**config.mk**
```make
export PLATFORM = sky130hd
export DESIGN_NAME = counter_match_game
export DESIGN_NICKNAME = d
export VERILOG_FILES = /design/src/rtl/counter_match_game.sv
export SDC_FILE = /design/constraint.sdc
export NUM_CORES = 1
export LEC_CHECK = 0
export BUFFER_PORTS_ARGS = -buffer_cell sky130_fd_sc_hd__buf_2
export CAP_MARGIN = 25
export CORE_ASPECT_RATIO = 1.1
export CORE_MARGIN = 1
export CORE_UTILIZATION = 45
export CTS_CLUSTER_SIZE = 14
export DETAILED_ROUTE_END_ITERATION = 12
export PLACE_DENSITY = 0.72
export SETUP_SLACK_MARGIN = 0.4
export SYNTH_ARGS = -nofsm -noshare
export SYNTH_HDL_FRONTEND = slang
export SYNTH_SLANG_ARGS = --single-unit
```
**constraint.sdc**
```tcl
create_clock -name Clk100M -period 2.2 [get_ports Clk100M]
set_input_delay 0.11 -clock Clk100M [delete_from_list [all_inputs] [get_ports Clk100M]]
set_output_delay 0.11 -clock Clk100M [all_outputs]
set_load 0.02 [all_outputs]
```
**src/rtl/counter_match_game.sv**
```systemverilog
// Counter-match game core: steer an N-digit BCD counter onto a loaded target before time runs out.
// Optional build macro SCORE_PENALTY_EN: losing a round costs one point (saturating at zero).
module counter_match_game #(
    parameter int unsigned DIGITS     = 2,
    parameter int unsigned ROUND_SECS = 10,
    parameter int unsigned SCORE_W    = 8
) (
    input  logic                  Clk100M,
    input  logic                  reset,
    input  logic                  tick,
    input  logic                  start,
    input  logic                  userUp,
    input  logic                  userDown,
    input  logic [4*DIGITS-1:0]   target,
    output logic [4*DIGITS-1:0]   count,
    output logic [7:0]            time_left,
    output logic [1:0]            state,
    output logic [SCORE_W-1:0]    score,
    output logic                  round_done
);

    typedef enum logic [1:0] {
        StIdle = 2'b00,
        StPlay = 2'b01,
        StWin  = 2'b10,
        StLose = 2'b11
    } state_e;

    state_e                r_state, w_state_d;
    logic [4*DIGITS-1:0]   r_count, w_count_d;
    logic [4*DIGITS-1:0]   r_target, w_target_d;
    logic [7:0]            r_time_left, w_time_left_d;
    logic [SCORE_W-1:0]    r_score, w_score_d;
    logic                  r_moved, w_moved_d;
    logic                  r_round_done, w_round_done_d;

    logic [4*DIGITS-1:0]   w_count_inc, w_count_dec, w_target_clamped;
    logic                  w_match;

    // Ripple the carry/borrow digit by digit; all-9s and all-0s wrap naturally.
    always_comb begin
        logic carry;
        logic borrow;
        carry       = 1'b1;
        borrow      = 1'b1;
        w_count_inc = r_count;
        w_count_dec = r_count;
        for (int i = 0; i < DIGITS; i++) begin
            if (carry) begin
                if (r_count[4*i +: 4] >= 4'd9) begin
                    w_count_inc[4*i +: 4] = 4'd0;
                end else begin
                    w_count_inc[4*i +: 4] = r_count[4*i +: 4] + 4'd1;
                    carry = 1'b0;
                end
            end
            if (borrow) begin
                if (r_count[4*i +: 4] == 4'd0) begin
                    w_count_dec[4*i +: 4] = 4'd9;
                end else begin
                    w_count_dec[4*i +: 4] = r_count[4*i +: 4] - 4'd1;
                    borrow = 1'b0;
                end
            end
        end
    end

    always_comb begin
        w_target_clamped = target;
        for (int i = 0; i < DIGITS; i++) begin
            if (target[4*i +: 4] > 4'd9) begin
                w_target_clamped[4*i +: 4] = 4'd9;
            end
        end
    end

    assign w_match = r_moved && (r_count == r_target);

    always_comb begin
        w_state_d      = r_state;
        w_count_d      = r_count;
        w_target_d     = r_target;
        w_time_left_d  = r_time_left;
        w_score_d      = r_score;
        w_moved_d      = r_moved;
        w_round_done_d = 1'b0;
        unique case (r_state)
            StPlay: begin
                if (userUp && !userDown) begin
                    w_count_d = w_count_inc;
                    w_moved_d = 1'b1;
                end else if (userDown && !userUp) begin
                    w_count_d = w_count_dec;
                    w_moved_d = 1'b1;
                end
                if (tick && (r_time_left != 8'd0)) begin
                    w_time_left_d = r_time_left - 8'd1;
                end
                // A match outranks a simultaneous expiry.
                if (w_match) begin
                    w_state_d      = StWin;
                    w_round_done_d = 1'b1;
                    if (!(&r_score)) begin
                        w_score_d = r_score + 1'b1;
                    end
                end else if (tick && (r_time_left == 8'd1)) begin
                    w_state_d      = StLose;
                    w_round_done_d = 1'b1;
`ifdef SCORE_PENALTY_EN
                    if (r_score != '0) begin
                        w_score_d = r_score - 1'b1;
                    end
`else
                    w_score_d = r_score;
`endif
                end
            end
            default: begin
                if (start) begin
                    w_state_d     = StPlay;
                    w_count_d     = '0;
                    w_time_left_d = 8'(ROUND_SECS);
                    w_moved_d     = 1'b0;
                    w_target_d    = w_target_clamped;
                end
            end
        endcase
    end

    always_ff @(posedge Clk100M) begin
        if (reset) begin
            r_state      <= StIdle;
            r_count      <= '0;
            r_target     <= '0;
            r_time_left  <= 8'd0;
            r_score      <= '0;
            r_moved      <= 1'b0;
            r_round_done <= 1'b0;
        end else begin
            r_state      <= w_state_d;
            r_count      <= w_count_d;
            r_target     <= w_target_d;
            r_time_left  <= w_time_left_d;
            r_score      <= w_score_d;
            r_moved      <= w_moved_d;
            r_round_done <= w_round_done_d;
        end
    end

    assign count      = r_count;
    assign time_left  = r_time_left;
    assign state      = r_state;
    assign score      = r_score;
    assign round_done = r_round_done;

endmodule

```
# ---- Yosys cells after proc, flatten, opt, wreduce, memory -nomap -nowiden
# Cells that the tools add are included.
dict set report word_totals {
  latch_bits 0
  ramBits 0
  n_memories 0
  regBits 36
  romBits 0
  input_bits 14
  output_inout_bits 27
}
dict set report op_classes {
  mul 0
  shift 0
  reduce_logical 19
  add_sub_neg 6
  n_lt_le_gt_ge 4
  n_div 0
  n_mux 27
  eq_ne 8
  n_bitwise 2
}
# cell count
set op_table {}
lappend op_table {{$mux W8} 7}
lappend op_table {{$mux W4} 8}
lappend op_table {{$ne A3 B3 Y1 const B} 4}
lappend op_table {{$add A4 B1 Y4 const B} 2}
lappend op_table {{$add A8 B1 Y8 const B} 1}
lappend op_table {{$eq A8 B1 Y1 const B} 1}
lappend op_table {{$eq A8 B8 Y1} 1}
lappend op_table {{$ge A4 B4 Y1 const B} 2}
lappend op_table {{$gt A4 B4 Y1 const B} 2}
lappend op_table {{$logic_not A4 Y1} 2}
lappend op_table {{$mux W1} 8}
lappend op_table {{$mux W2} 4}
lappend op_table {{$reduce_and A2 Y1} 4}
lappend op_table {{$reduce_and A8 Y1} 1}
lappend op_table {{$reduce_bool A8 Y1} 1}
lappend op_table {{$sub A4 B1 Y4 const B} 2}
lappend op_table {{$sub A8 B1 Y8 const B} 1}
lappend op_table {{$logic_and A1 B1 Y1} 5}
lappend op_table {{$reduce_and A4 Y1} 1}
lappend op_table {{$reduce_and A3 Y1} 1}
lappend op_table {{$eq A2 B1 Y1 const B} 1}
lappend op_table {{$logic_not A1 Y1} 2}
lappend op_table {{$ne A2 B2 Y1 const B} 1}
lappend op_table {{$not A1 Y1} 2}
lappend op_table {{2 further kinds} 2}

# ---- Logic depth before layout (Yosys ltp)
# Gate-level depths: netlist of run 1.
dict set report depth {
  ltp_word 6
  ltp_mapped 8
  mapped_depth_nobuf 7
}

# ---- Least setup slack after synthesis of run 1
# OpenSTA, ideal clock, no wires.
dict set report synth_path {
  path_kind {register -> register}
  from {reg r_count[0], in the netlist count[0]}
  to {reg r_count[5], in the netlist count[5]}
  path_stages_with_launch 9
  required_time_ps 2113
  setup_slack_ps -220
  t_arrival_ps 2333
  cell_sequence {dfxtp_1 -> clkbuf_1 -> inv_1 -> ha_1 -> or3b_2 -> a31oi_1 -> o21ai_1 -> or4b_2 -> o31ai_1}
}
dict set report synth_between {
  elab_chain_len 4
  word_cells_on_any_way 7
}
# item line_no
set synth_lines {}
lappend synth_lines {{start: declaration} 30} ;# logic [4*DIGITS-1:0] r_count, w_count_d;
lappend synth_lines {{start signal: assignment} 141} ;# r_count <= w_count_d;
lappend synth_lines {{$ge A4 B4 Y1 or $logic_not A4 Y1 (tied branches)} {50, 58}}
lappend synth_lines {{$mux W1 (on tied branches)} {50, 58}}
lappend synth_lines {{$ne A3 B3 Y1 (no source line)} -}
lappend synth_lines {{$reduce_and A4 Y1 (no source line) *} -}
# Every way passes the cells marked *; elsewhere a longest branch is shown, timed or not.
# A chain may end at the register's enable or synchronous reset.

# ---- Worst setup path after layout of run 1
dict set report layout_path {
  from {reg r_count[1], in the netlist count[1]}
  to {reg r_count[5], in the netlist count[5]}
}
# Same word-level chain as after synthesis.

==> results of run 1 <==
cell usage after synthesis (all sizes together) (3+ instances only):
cell type  number  share of area, %
o31ai           4               1.4
o21ai          14               3.3
a21oi          27               6.4
or3             4               1.2
ha             12               7.1
nor3            8               1.9
inv            14               2.5
buf             4               1.5
a211oi          5               1.8
nand3          11               2.6
nor2b           3              0.88
nand2b          3              0.88
a311oi          5               2.4
clkbuf         12               2.1
mux2i           3               1.4
nand3b          6               2.1
or4             5               1.9
a31oi           3              0.88
xnor2           9               4.9
dfxtp          36                34
nand2          23               4.1
nor2           27               4.8
layer usage:
| layer | track usage (%) | vias up |
|---|---|---|
| met4 | 9.69 | 0 |
| met5 | 0 | - |
| met3 | 3.68 | 5 |
| li1 | - | 1057 |
| met2 | 37.7 | 42 |
| met1 | 28.0 | 993 |
worst max-delay path, stage by stage (launching register included):
cell	delay, ns
dfxtp_4	0.39
inv_2	0.06
ha_4	0.17
or3b_4	0.26
a31oi_4	0.10
o21ai_4	0.23
or4b_4	0.49
o31ai_2	0.07
kinds of logic (layout without fill, tap and decap cells):
group,after synthesis,after routing,synth area share [%]
simple gates,102,102,24.9
compound gates,70,70,20.7
flops,36,36,33.9
buf+inv,30,84,6.07
fa+ha+maj,12,12,7.07
xor+xnor,10,10,5.36
mux,4,4,1.94
state kept, by name, summed over array words and instances, names as in the netlist:
| signal | flops |
|---|---|
| count | 8 |
| r_moved | 1 |
| r_target | 8 |
| round_done | 1 |
| score | 8 |
| state | 2 |
| time_left | 8 |
report_power, final:
part | internal, mW | switching, mW | leakage [nW]
sequential | 0.676 | 0.0420 | 0.301
combinational | 0.176 | 0.212 | 0.745
clock | 0.291 | 0.263 | 0.0566
metrics by stage:
stage          std cells  instance area [um^2]
6_report             372                  2800
5_1_grt              372                  2800
4_1_cts              363                  2670
3_5_place_dp         348                  2470
3_3_place_gp         348                  2470
2_1_floorplan        264                  2270
worst paths after layout:
kind,cells past startpoint,slack (ns),end
worst min-delay path,3,0.04,r_target[0]
worst max-delay path,7,0.35,count[5]
worst max register to register,7,0.35,count[5]
worst min register to register,2,0.49,r_target[1]
timing repair:
action / in CTS / in global routing
setup buffers: 7 / 9
endpoints found under the setup margin: 9 / 20
gates resized for setup: 10 / 22
pin swaps: 5 / 11
layout make-up:
| cell class | instances | share of cell area (%) |
|---|---|---|
| clock buffer | 6 | 3.35 |
| clock inverter | 2 | 0.402 |
| inverter | 14 | 1.97 |
| multi-input combinational | 198 | 51.7 |
| sequential | 36 | 27.1 |
| tap | 54 | 2.41 |
| timing repair buffer | 62 | 13.1 |
==> parameters.txt, run 1 <==
Parameter                              Value

Outcome
  Run status ... complete, no violations

Floorplan
  Die footprint ... between 0.005 and 0.006 mm^2
  Rows ... 25
  Effective utilization at floorplan ... 48.2%
  Boundary pin count ... 41
  Area of the core region ... 0.00441 mm^2
  Die extent in x ... 67.5 um
  Die outline height ... 74.1 um

STA
  Worst Setup Slack, final ... between 0.3 and 0.4 ns
  Headroom to the max-slew limit ... 52.1%
  Least-Margin Pin Slew ... around 0.72 ns
  Setup repair after global routing missed its margin ... true
  Setup violation total in the final timing report ... 0
  Fin crit share ... 84.0%
  Final Max Tran Viols ... 0
  Final clock skew ... between 0.003 and 0.004 ns
  Final hold slack ... 0.0447 ns
  Setup TNS ... 0 ns
  Peak Freq ... 541 MHz
  Min cycle time layout ... 1.85 ns
  Final number of hold-violating endpoints ... 0

Power
  Power per cell area ... 592 mW/mm^2
  Leakage power figure ... 1.10 nW
  IR Drop Worst-Case VDD ... 0.438 mV
  Final total power ... 1.66 mW

Detailed routing
  Top layer in use ... met4
  Met2 routed WL ... 2660 um
  Via density per instance ... 5.64
  WL met3 ... 159 um
  Detailed-route DRC error count ... 0
  Number of design-rule violations left by the first detailed-router iteration ... 133
  Final wirelength ... between 5000 and 6000 um
  Residual antenna-violating net count after detailed routing ... 0
  Met1 wire length ... about 2500 um
  Average wire per cell in the routed design ... ~14 um
  Initial DRT Pass Iterations ... 4
  Vias ... between 2000 and 2500

Cells and area
  Number of inserted diodes ... 0
  Register cell area after layout ... 758 um^2
  Number of filler instances in the final layout ... ~380
  Most common cell after layout, fill and taps aside ... buf_2
  Multi-input gate area ... 0.00145 mm^2
  Core occupancy in the finished layout ... 63.5%
  Area growth from synthesis to final layout ... 31.9%
  Most used cells in the layout excluding fill and tap cells ... 40 x buf_2, 27 x nor2_1, 26 x a21oi_1, 24 x dfxtp_1, 22 x nand2_1
  Layout cell share with drive strength beyond 1 ... 38.1%
  Number of nets in the layout ... 343

Worst setup path
  Worst Path Arrival ... 2.06 ns
  Sort of element at the end of the critical path ... flop
  Category of the worst setup path launch point ... flop
  Launch point of the critical path ... count[1]
  Required @ worst endpoint ... 2.41 ns
  Worst Path Class, Setup ... reg -> reg
  R2R Path Start ... count[1]
  Crit-path max FO ... 5

Clock network
  Number of sinks on the clock net ... 36
  Hold_buf cts ... 0
  TritonCTS clock tree ... done
  Clock buffer depth ... 2
  Clk root buf ... clkbuf_8
  H-tree Lvls ... 2
  Cts bufs inserted ... 5
  Clk slew on worst S/H paths ... 0.08 ns
  Clock latency at the later pin of the worst-skew pair ... 0.30 ns

Global route
  Global-route wire length before repair ... 8490 um
  Initial antenna violation count ... 0
  Vias in the first global route ... 1926
  Pin count of the biggest net entering global routing ... 40
  Aggregate global routing overflow ... 0
  Total track usage ... 22.4%

Yosys
  Post-Synthesis Mean Instance Area ... 8.05 um^2
  Sequential element share of the synthesized area ... roughly a third
  Post-synthesis instance area ... 0.00212 mm^2
  Net count of the mapped netlist ... 290
  Yosys warning count ... 0
  Synth async-reset ratio ... 0%
  Cell count after synthesis ... roughly 260
  Dominant synthesized flop cell ... dfxtp_1
  Count of state elements after synthesis ... 36
  Unique masters post-synth ... between 40 and 50
  Number of synthesized flops with an enable pin ... 0

Placement
  Weighted congestion at the end of routability-driven global placement ... 0.817
  Detailed Place HPWL ... approximately 3400 um
  Number of input and output port buffers inserted ... 40
  Setup slack after placement ... 0.232 ns

Job
  Maximum capacitance violations ... 0

Hold path
  Beginning of the worst hold path ... target[0]
  Class of the most critical hold timing path ... in -> reg
(Power assumes the default switching activity.)
==> run 2, diff against run 1 <==
Settings changed: PLACE_DENSITY 0.72 to 0.69.
Clock period 2.2 ns to 1.75 ns, I/O delays scaled along.
==> parameters.txt, run 2 (synthesis gave the netlist of run 1 again) <==
Parameter                              Value

Outcome
  Run status ... finished with violations
  Violated checks ... setup timing

Detailed routing
  Detailed-route DRC error count ... 0
  Number of design-rule violations left by the first detailed-router iteration ... 75
  Initial DRT Pass Iterations ... 4
  Residual antenna-violating net count after detailed routing ... 0
  Via density per instance ... between 5 and 6
  Average wire per cell in the routed design ... 15.4 um
  Final wirelength ... 6280 um
  Vias ... 2272

Clock network
  TritonCTS clock tree ... done
  Clock buffer depth ... 2
  Clock latency at the later pin of the worst-skew pair ... 0.30 ns
  Clk root buf ... clkbuf_8
  Cts bufs inserted ... 5
  Number of sinks on the clock net ... 36
  Hold_buf cts ... 0
  Clk slew on worst S/H paths ... 0.08 ns
  H-tree Lvls ... 2

Cells and area
  Multi-input gate area ... approximately 0.0016 mm^2
  Number of filler instances in the final layout ... 308
  Most used cells in the layout excluding fill and tap cells ... 42 x buf_4, 40 x buf_2, 26 x nor2_1, 20 x nand2_1, 19 x a21oi_1
  Area growth from synthesis to final layout ... 57.7%
  Number of nets in the layout ... 379
  Most common cell after layout, fill and taps aside ... buf_4
  Layout cell share with drive strength beyond 1 ... between 50% and 60%
  Number of inserted diodes ... 0
  Register cell area after layout ... ~780 um^2

Global route
  Initial antenna violation count ... 0
  Global-route wire length before repair ... 9400 um
  Vias in the first global route ... 2098
  Aggregate global routing overflow ... 0
  Pin count of the biggest net entering global routing ... 22
  Total track usage ... 25.2%

Power
  Power per cell area ... 692 mW/mm^2
  IR Drop Worst-Case VDD ... 0.549 mV
  Leakage power figure ... about 1.3 nW

STA
  Least-Margin Pin Slew ... 0.432 ns
  Final clock skew ... 0.00748 ns
  Min cycle time layout ... 1.93 ns
  Headroom to the max-slew limit ... 71.2%
  Final hold slack ... 0.0178 ns
  Final number of hold-violating endpoints ... 0
  Final Max Tran Viols ... 0
  Peak Freq ... between 500 and 600 MHz
  Setup repair after global routing missed its margin ... true
  Setup TNS ... -0.349 ns
  Fin crit share ... 110%
  Worst Setup Slack, final ... -0.183 ns
  Setup violation total in the final timing report ... 4

Worst setup path
  Worst Path Arrival ... around 2.2 ns
  CP Cell Sequence ... xnor2_2, nand3_2, or4_4, or4_1, a21oi_1
  Worst path top cell family by delay ... simple AND/OR/NAND/NOR gates
  Category of the worst setup path launch point ... flop
  Largest stage delay on the critical path ... approximately 0.56 ns
  Worst-path cell with the longest stage delay ... or4_4
  Buffers plus inverters on the worst setup path ... 0
  Worst Path Class, Setup ... reg -> reg
  Sort of element at the end of the critical path ... flop
  Required @ worst endpoint ... 1.98 ns
  Crit-path max FO ... 5

Placement
  Weighted congestion at the end of routability-driven global placement ... 0.804
  Number of input and output port buffers inserted ... 40
  Detailed Place HPWL ... between 3000 and 4000 um

Floorplan
  Die outline height ... 74.1 um
  Boundary pin count ... 41
  Die footprint ... 0.00500 mm^2
  Rows ... 25
  Die extent in x ... 67.5 um
  Effective utilization at floorplan ... 48.2%
  Area of the core region ... 0.00441 mm^2

Hold path
  Class of the most critical hold timing path ... in -> reg

Job
  Maximum capacitance violations ... 0
-- run 2: cell types whose count changed in the layout (fill, tap and decap cells not counted), sizes merged --
| cell | delta |
|---|---|
| and2 | +1 |
| bufinv | +1 |
| or4 | +1 |
| clkinvlp | +1 |
| inv | -1 |
| clkbuf | -2 |
| buf | +35 |
-- run 2: per-stage QoR --
stage / std cells / instance area, um^2 / util (%) / total power, mW / setup WS [ns]
2_1_floorplan: 264 / 2310 / - / 1.25 / -0.214
3_3_place_gp: 380 / 2750 / 62.4 / 1.40 / -0.0550
3_5_place_dp: 380 / 2750 / 62.4 / 1.41 / -0.0890
4_1_cts: 397 / 3150 / 71.3 / 2.24 / -0.0636
5_1_grt: 408 / 3350 / 76.0 / 2.41 / -0.184
6_report: 408 / 3350 / 76.0 / 2.32 / -0.183
-- run 2: area by class of cell --
| type | instances | share of cell area (%) |
|---|---|---|
| sequential | 36 | 23.2 |
| timing repair buffer | 96 | 20.4 |
| multi-input combinational | 200 | 49.2 |
| clock buffer | 5 | 2.05 |
| tap | 54 | 2.02 |
| clock inverter | 3 | 1.27 |
| inverter | 14 | 1.94 |
-- run 2: worst paths after layout --
check / end / slack (ns) / cells past startpoint / start
max: score[7] / -0.18 / 5 / count[4]
min: r_target[4] / 0.02 / 3 / target[4]
max reg2reg: score[7] / -0.18 / 5 / count[4]
min reg2reg: r_target[3] / 0.48 / 2 / r_target[3]
-- run 2: power by group --
part,switching (mW),internal (mW),leakage (nW)
clock network,0.318,0.421,0.0541
logic,0.353,0.330,0.981
registers,0.0441,0.850,0.306
-- run 2: repair_timing --
item                                    4_1_cts  5_1_grt
buffers inserted                              8       10
pin swaps                                    26       17
resized for setup                            57       35
endpoints found under the setup margin       34       29
hold endpoints to repair                      0        0
cloned                                        1        1
-- run 2: tightest hold or removal path, delay by kind of cell --
kind	cells	cell delay, ns
AOI/OAI and AO/OA	1	0.05
and+or+nand+nor	1	0.07
buffers and inverters	1	0.08
-- run 2: layer usage --
layer	vias up	routed length, um	track usage (%)
met5	-	0	0
met1	1089	2810	29.7
met3	8	164	4.29
li1	1133	-	-
met2	42	3220	43.9
met4	0	81	11.3
